$ cat config.mk
export PLATFORM = sky130hd
export DESIGN_NAME = binary_search_controller_flat
export DESIGN_NICKNAME = d
export VERILOG_FILES = /design/src/rtl/binary_search_controller_if.sv /design/src/rtl/binary_search_controller.sv /design/src/flat_wrapper.sv
export SDC_FILE = /design/constraint.sdc
export NUM_CORES = 1
export LEC_CHECK = 0
export ABC_CLOCK_PERIOD_IN_PS = 1700
export CAP_MARGIN = 15
export CORE_ASPECT_RATIO = 0.9
export CORE_MARGIN = 1
export CORE_UTILIZATION = 37
export CTS_CLUSTER_DIAMETER = 120
export DETAILED_ROUTE_END_ITERATION = 6
export PLACE_DENSITY_LB_ADDON = 0.12
export SYNTH_ARGS = -nofsm -noshare
export SYNTH_HDL_FRONTEND = slang
export SYNTH_SLANG_ARGS = --single-unit
$ cat constraint.sdc
create_clock -name clk -period 1.7 [get_ports clk]
set_input_delay 0.34 -clock clk [delete_from_list [all_inputs] [get_ports clk]]
set_output_delay 0.34 -clock clk [all_outputs]
set_load 0.1 [all_outputs]
$ cat src/rtl/binary_search_controller_if.sv
// Command/status bundle between the binary search controller (master) and
// its datapath plus user request (slave).
interface binary_search_controller_if;
    logic       start;
    logic [7:0] data_ans;
    logic [5:0] size;
    logic [4:0] addr;
    logic [7:0] q;
    logic       load_data;
    logic       data_big;
    logic       data_small;
    logic       found_ctrl;
    logic       notFound_ctrl;
    logic       check_zero;
    logic       busy;

    modport master (
        input  start, data_ans, size, addr, q,
        output load_data, data_big, data_small, found_ctrl, notFound_ctrl,
               check_zero, busy
    );

    modport slave (
        output start, data_ans, size, addr, q,
        input  load_data, data_big, data_small, found_ctrl, notFound_ctrl,
               check_zero, busy
    );
endinterface

$ cat src/rtl/binary_search_controller.sv
// Moore controller sequencing a binary search over a 32x8 sorted RAM datapath.
// Optional macro BSC_PROBE_COUNT_EN adds the probes output (CMP cycles this search).
module binary_search_controller (
    input  logic                          clk,
    input  logic                          reset,
    binary_search_controller_if.master    bus
`ifdef BSC_PROBE_COUNT_EN
    ,
    output logic [2:0]                    probes
`endif
);

    typedef enum logic [2:0] {
        IDLE,
        WAIT_A,
        WAIT_B,
        CMP,
        DONE
    } state_t;

    state_t r_state;
    logic   r_zeroTried;
    logic   r_loadData;
    logic   r_dataBig;
    logic   r_dataSmall;
    logic   r_foundCtrl;
    logic   r_notFoundCtrl;
    logic   r_checkZero;
    logic   r_busy;

    logic   w_match;
    logic   w_keyAbove;
    logic   w_wideWindow;
    logic   w_tryZero;

    assign w_match      = (bus.q == bus.data_ans);
    assign w_keyAbove   = (bus.data_ans > bus.q);
    assign w_wideWindow = (bus.size > 6'd2);
    // Last window of two only hides address 0 when the key sits below mem[1].
    assign w_tryZero    = (bus.size == 6'd2) && !w_keyAbove && (bus.addr == 5'd1);

    // Commands are registered on the edge leaving CMP, so they are seen by the
    // datapath in the following cycle while the RAM settles in WAIT_A/WAIT_B.
    always_ff @(posedge clk) begin
        if (reset) begin
            r_state        <= IDLE;
            r_zeroTried    <= 1'b0;
            r_loadData     <= 1'b1;
            r_dataBig      <= 1'b0;
            r_dataSmall    <= 1'b0;
            r_foundCtrl    <= 1'b0;
            r_notFoundCtrl <= 1'b0;
            r_checkZero    <= 1'b0;
            r_busy         <= 1'b0;
        end else begin
            r_loadData     <= 1'b0;
            r_dataBig      <= 1'b0;
            r_dataSmall    <= 1'b0;
            r_foundCtrl    <= 1'b0;
            r_notFoundCtrl <= 1'b0;
            r_checkZero    <= 1'b0;
            r_busy         <= 1'b0;
            case (r_state)
                IDLE: begin
                    if (bus.start) begin
                        r_state     <= WAIT_A;
                        r_zeroTried <= 1'b0;
                        r_busy      <= 1'b1;
                    end else begin
                        r_loadData  <= 1'b1;
                    end
                end
                WAIT_A: begin
                    r_state <= WAIT_B;
                    r_busy  <= 1'b1;
                end
                WAIT_B: begin
                    r_state <= CMP;
                    r_busy  <= 1'b1;
                end
                CMP: begin
                    if (w_match) begin
                        r_foundCtrl    <= 1'b1;
                        r_state        <= DONE;
                    end else if (r_zeroTried) begin
                        r_notFoundCtrl <= 1'b1;
                        r_state        <= DONE;
                    end else if (w_wideWindow) begin
                        r_dataBig      <= w_keyAbove;
                        r_dataSmall    <= !w_keyAbove;
                        r_state        <= WAIT_A;
                        r_busy         <= 1'b1;
                    end else if (w_tryZero) begin
                        r_checkZero    <= 1'b1;
                        r_zeroTried    <= 1'b1;
                        r_state        <= WAIT_A;
                        r_busy         <= 1'b1;
                    end else begin
                        r_notFoundCtrl <= 1'b1;
                        r_state        <= DONE;
                    end
                end
                DONE: begin
                    if (!bus.start) begin
                        r_state    <= IDLE;
                        r_loadData <= 1'b1;
                    end
                end
                default: begin
                    r_state    <= IDLE;
                    r_loadData <= 1'b1;
                end
            endcase
        end
    end

    assign bus.load_data     = r_loadData;
    assign bus.data_big      = r_dataBig;
    assign bus.data_small    = r_dataSmall;
    assign bus.found_ctrl    = r_foundCtrl;
    assign bus.notFound_ctrl = r_notFoundCtrl;
    assign bus.check_zero    = r_checkZero;
    assign bus.busy          = r_busy;

`ifdef BSC_PROBE_COUNT_EN
    logic [2:0] r_probes;

    // Held through DONE so the final count stays readable until the next IDLE.
    always_ff @(posedge clk) begin
        if (reset) begin
            r_probes <= 3'd0;
        end else if (r_state == IDLE) begin
            r_probes <= 3'd0;
        end else if (r_state == CMP) begin
            r_probes <= r_probes + 3'd1;
        end
    end

    assign probes = r_probes;
`endif

endmodule

$ cat src/flat_wrapper.sv
// flat-port wrapper written by rule: the top's interface ports become plain ports
module binary_search_controller_flat 
  (clk, reset, bus_start, bus_data_ans, bus_size, bus_addr, bus_q, bus_load_data, bus_data_big, bus_data_small, bus_found_ctrl, bus_notFound_ctrl, bus_check_zero, bus_busy);
  binary_search_controller_if bus_i ();
  input  logic clk;
  input  logic reset;
  input wire logic [$bits(bus_i.start)-1:0] bus_start;
  input wire logic [$bits(bus_i.data_ans)-1:0] bus_data_ans;
  input wire logic [$bits(bus_i.size)-1:0] bus_size;
  input wire logic [$bits(bus_i.addr)-1:0] bus_addr;
  input wire logic [$bits(bus_i.q)-1:0] bus_q;
  output wire logic [$bits(bus_i.load_data)-1:0] bus_load_data;
  output wire logic [$bits(bus_i.data_big)-1:0] bus_data_big;
  output wire logic [$bits(bus_i.data_small)-1:0] bus_data_small;
  output wire logic [$bits(bus_i.found_ctrl)-1:0] bus_found_ctrl;
  output wire logic [$bits(bus_i.notFound_ctrl)-1:0] bus_notFound_ctrl;
  output wire logic [$bits(bus_i.check_zero)-1:0] bus_check_zero;
  output wire logic [$bits(bus_i.busy)-1:0] bus_busy;
  assign bus_i.start = bus_start;
  assign bus_i.data_ans = bus_data_ans;
  assign bus_i.size = bus_size;
  assign bus_i.addr = bus_addr;
  assign bus_i.q = bus_q;
  assign bus_load_data = bus_i.load_data;
  assign bus_data_big = bus_i.data_big;
  assign bus_data_small = bus_i.data_small;
  assign bus_found_ctrl = bus_i.found_ctrl;
  assign bus_notFound_ctrl = bus_i.notFound_ctrl;
  assign bus_check_zero = bus_i.check_zero;
  assign bus_busy = bus_i.busy;
  binary_search_controller u_core (.clk(clk), .reset(reset), .bus(bus_i));
endmodule
# Yosys cells after proc, flatten, opt, wreduce, memory -nomap -nowiden
# Index checks and enable logic that the tools add are counted.
word_totals:
  ff_bits: 11
  out_inout_bits: 7
  wordCells: 61
classes:
  order_cmp: 2
  eq_ne: 10
  muxes: 24
  n_bitwise: 2
  reduce_logical: 14
op_table:
  columns: ["operator", "count"]
  rows:
  - ["$mux 3", 6]
  - ["$pmux 3 s5", 1]
  - ["$mux 1", 14]
  - ["$eq 8x8->1", 1]
  - ["$gt 8x8->1", 1]
  - ["$eq 3x2->1 const B", 2]
  - ["$eq 6x2->1 const B", 1]
  - ["$gt 6x2->1 const B", 1]
  - ["$ne 2x2->1 const B", 3]
  - ["$reduce_or 2->1", 3]
  - ["$reduce_or 3->1", 2]
  - ["$eq 5x1->1 const B", 1]
  - ["$reduce_or 5->1", 1]
  - ["$pmux 1 s2", 2]
  - ["$reduce_or 4->1", 1]
  - ["$eq 3x1->1 const B", 1]
  - ["$eq 3x3->1 const B", 1]
  - ["$logic_not 3->1", 1]
  - ["$pmux 1 s3", 1]
  - ["$reduce_and 3->1", 1]
  - ["$logic_and 1x1->1", 2]
  - ["$not 1->1", 2]
  - ["$reduce_and 2->1", 1]
  - ["$reduce_bool 2->1", 1]
  - ["$logic_not 1->1", 1]

# Logic depth before layout (Yosys ltp)
logic_depth:
  depth_word: 9
  ltp_mapped: 7

# Worst setup path after synthesis
# OpenSTA, ideal clock, no wires.
synth_timing:
  path_kind: "input port to flip-flop"
  from: "input bus_q[1]"
  to: "register u_core.r_state[2]"
  setup_ns: 0.127
  arrival_time_ns: 1.331
  t_required_ns: 1.573
  path_slack_ns: 0.241
  stages: 7
  cell_sequence: "inv_1 ha_1 nor2b_1 o211ai_1 a21oi_1 nor3_1 o31ai_1"
synth_via:
  elab_chain_cells: 9
synth_rtl:
  columns: ["item", "line_no", "source"]
  rows:
  - ["start, declared", "flat_wrapper.sv:11", "input wire logic [$bits(bus_i.q)-1:0] bus_q;"]
  - ["$gt 8x8->1", "binary_search_controller.sv:37", "assign w_keyAbove = (bus.data_ans > bus.q);"]
  - ["$logic_not 1->1", "binary_search_controller.sv:40", "assign w_tryZero = (bus.size == 6'd2) && !w_keyAbove && (bus.addr == 5'd1);"]
  - ["$logic_and 1x1->1 (2 in series)", "binary_search_controller.sv:40", null]
  - ["$mux 3", "binary_search_controller.sv:93", "end else if (w_tryZero) begin"]
  - ["$mux 3", "binary_search_controller.sv:88", "end else if (w_wideWindow) begin"]
  - ["$mux 3", "binary_search_controller.sv:85", "end else if (r_zeroTried) begin"]
  - ["$mux 3 (*)", "binary_search_controller.sv:82", "if (w_match) begin"]
  - ["$pmux 3 s5 (*)", "binary_search_controller.sv:63", "case (r_state)"]
  - ["end signal, assigned", "binary_search_controller.sv:66", "r_state <= WAIT_A;"]
  - ["end signal, assigned", "binary_search_controller.sv:84", "r_state <= DONE;"]
  - ["end signal, assigned", "binary_search_controller.sv:87", "r_state <= DONE;"]
  - ["end, declared", "binary_search_controller.sv:21", "state_t r_state;"]
# Every way passes the cells marked *; elsewhere a longest branch is shown, timed or not.
# A chain may end at the register's enable or synchronous reset.

# Worst setup path in the final report
layout_timing:
  from: "input bus_data_ans[0]"
  to: "register u_core.r_busy (netlist: u_core.bus.busy)"
layout_via:
  elab_chain_cells: 9
layout_rtl:
  columns: ["item", "line_no", "source"]
  rows:
  - ["start, declared", "flat_wrapper.sv:8", "input wire logic [$bits(bus_i.data_ans)-1:0] bus_data_ans;"]
  - ["$gt 8x8->1", "binary_search_controller.sv:37", null]
  - ["$logic_not 1->1", "binary_search_controller.sv:40", null]
  - ["$logic_and 1x1->1 (2 in series)", "binary_search_controller.sv:40", null]
  - ["$mux 1", "binary_search_controller.sv:93", null]
  - ["$mux 1", "binary_search_controller.sv:88", null]
  - ["$mux 1", "binary_search_controller.sv:85", null]
  - ["$mux 1 (*)", "binary_search_controller.sv:82", null]
  - ["$pmux 1 s3 (*)", "binary_search_controller.sv:63", null]
  - ["end signal, assigned", "binary_search_controller.sv:62", "r_busy <= 1'b0;"]
  - ["end signal, assigned", "binary_search_controller.sv:68", "r_busy <= 1'b1;"]
  - ["end signal, assigned", "binary_search_controller.sv:92", "r_busy <= 1'b1;"]
  - ["end, declared", "binary_search_controller.sv:29", "logic r_busy;"]
# Marked as above.

==> impl_metrics.tcl <==
set metrics [dict create \
    status "complete, no violations" \
    die_w_um 47.1 \
    final-setup-viol-count 0 \
    ios 37 \
    final_core_util_pct 77.5 \
    htreeDepth 1 \
    fp.dieH_um 42.6 \
    ys_warn_count 0 \
    largest_reg_flops 3 \
    post-route-min-period_ns 1.68 \
    initial_core_util_pct 39.8 \
    max_slew_margin_pct 79.0 \
    detail_route.first_pass.iterations 4 \
    track_usage_pct 19.1 \
    dp_hpwl_mm 1.31 \
    fill_cells 126 \
    grt_max_degree 9 \
    synth_top_area_share_pct 32.5 \
    drv_cap 0 \
    wirelength_mm 2.01 \
    final_cells 151 \
    cts_max_path_buffers 2 \
    drt_iter0_markers 22 \
    synth_top_cell_by_area "dfxtp_1" \
    netlist_area_um2 677 \
    grt-ovfl-total 0 \
    hold_buffers 0 \
    crit_fanout 3 \
    port_buffers 36 \
    die_area_um2 2000 \
    critPathLaunchType "input pin" \
    grt_pass1_wl_mm 2.70 \
    power_density_nw_per_um2 676 \
    clk-insertion-delay-late_ns 0.27 \
    area_growth_pct 94.5 \
    drive_gt1_share_pct 28.3 \
    rows 14 \
    core_area_um2 1700 \
    setup_tns_ns 0 \
    min_period_over_period_pct 98.6 \
    first_global_vias 708 \
    fmax_ghz 0.597 \
    regMostFlops "u_core.r_state" \
    antenna_found_initial 0 \
    synth_area_leaders "dfxtp_1, ha_1, nor2_1, inv_1, nand4_1" \
    finalMaxSlewViolations 0 \
    ir_drop_uv 597 \
    dr_total_vias 763 \
    cts.reportedPaths.clkPinSlew_ns 0.07 \
    diodes 0 \
    tightest_slew_ns 0.313 \
    routedWlPerCell_um 13.3 \
    leakage_nw 0.596 \
    critPathCaptureType "register" \
    cp.arrival_ns 1.82 \
    synth_fp_nets 121 \
    drc 0 \
    yosysSeqAreaShare_pct 32.5 \
    postRouteAntennaNets 0 \
    dp.cells 146 \
    yosysUniqueCellTypes 28 \
    via_per_inst 5.05 \
    cts_tree "yes" \
    nNetsFinal 166 \
    clock_skew_ns 0.000578 \
    gp_congestion 0.743 \
    cts_made_buffers 3 \
    postSynthAreaPerCell_um2 8.16 \
    cts-root-buf "clkbuf_4" \
    hold_class "register to register" \
    path_class "input pin to register" \
    worstPathRequired_ns 1.84 \
    finalHoldViolations 0 \
    syn_inst 83 \
    synth_seq_cells 11 \
    clock_sinks 11 \
]
==> layout make-up <==
cell class / instances / area (um^2) / area share (%)
clock buffers: 4 / 26.3 / 2.00
inverters: 8 / 30.0 / 2.28
multi-input cells: 62 / 509 / 38.7
flip-flops and latches: 11 / 220 / 16.7
well taps: 24 / 30.0 / 2.28
repair buffers: 42 / 500 / 38.0
==> layout by cell type, fill, tap and decap left out, types with 2 or more instances in the layout <==
| cell type | instances |
|---|---|
| a21oi_2 | 4 |
| buf_12 | 7 |
| buf_4 | 6 |
| clkbuf_4 | 3 |
| clkdlybuf4s50_1 | 19 |
| dfxtp_1 | 11 |
| dlymetal6s2s_1 | 10 |
| ha_1 | 3 |
| ha_4 | 5 |
| inv_1 | 4 |
| inv_2 | 4 |
| nand2_1 | 6 |
| nand3_1 | 4 |
| nand4_1 | 4 |
| nor2_1 | 8 |
| nor2_2 | 2 |
| nor3_1 | 4 |
| o21ai_0 | 4 |
==> metrics by stage <==
stage          power (W)  hold WS (ns)  area (um^2)  setup slack (ns)
4_1_cts         0.000861         0.504         1210          0.000864
3_5_place_dp    0.000676         0.488         1160            -0.316
3_3_place_gp    0.000670         0.470         1160            -0.264
5_1_grt         0.000943         0.549         1320           -0.0478
2_1_floorplan   0.000520         0.417          677             0.241
6_report        0.000889         0.506         1320            0.0243
==> path summary, 6_finish.rpt <==
kind	startpoint	endpoint	slack, ns	cells past startpoint
max	bus_data_ans[0]	u_core.bus.busy$_SDFF_PP0_	0.02	8
min	u_core.r_zeroTried$_SDFFE_PP0P_	u_core.bus.check_zero$_SDFF_PP0_	0.51	1
max reg2reg	u_core.r_state[2]$_SDFFE_PP0P_	u_core.r_state[2]$_SDFFE_PP0P_	0.45	5
min reg2reg	u_core.r_zeroTried$_SDFFE_PP0P_	u_core.bus.check_zero$_SDFF_PP0_	0.51	1
==> timing repair <==
action / in CTS / in global routing
gates resized for setup: 3 / 23
buffers inserted: 0 / 1
endpoints found under the setup margin: 2 / 8
pin swaps: 6 / 9
gates cloned: 0 / 0
==> Yosys cell counts <==
cell type	instances
xnor2_1	1
nor4_4	1
ha_1	8
nor2b_1	2
nor3b_1	1
dfxtp_1	11
nand2b_1	1
buf_2	2
o211ai_1	1
o22ai_1	1
a211oi_1	1
o21ai_0	4
a31oi_1	1
nor2_1	9
nand3_1	4
a21oi_1	4
nand2_1	6
o31ai_1	1
inv_1	8
o21ai_1	1
nand4_1	4
o31a_1	1
a21o_1	1
nor3_1	5
a21oi_2	1
nor4b_2	1
o21a_1	1
nor2_2	1
==> logic make-up after synthesis <==
group	after synthesis	synth area share [%]
AOI/OAI and AO/OA	18	16.6
xor gates and xnor gates	1	1.29
adders and majority gates	8	14.8
buffers and inverters	10	5.92
DFF	11	32.5
and+or+nand+nor	35	28.8
==> metal layers <==
metal,track usage [%],wire length [um]
met1,22.4,790
met2,30.0,1080
met3,9.05,116
met4,6.29,26
met5,0,0
==> power breakdown <==
part           internal (W)  total, W  switching (W)
Sequential         0.000286  0.000325      0.0000393
Clock             0.0000908  0.000179      0.0000882
Combinational      0.000187  0.000385       0.000198
==> worst max-delay path, stage by stage <==
cell and delay, ns:
clkdlybuf4s50_1 0.47, inv_1 0.05, ha_1 0.21, nor2b_4 0.12, o211ai_1 0.12, a21o_1 0.23, a21oi_2 0.18, a31oi_1 0.11
(Power assumes the default switching activity.)
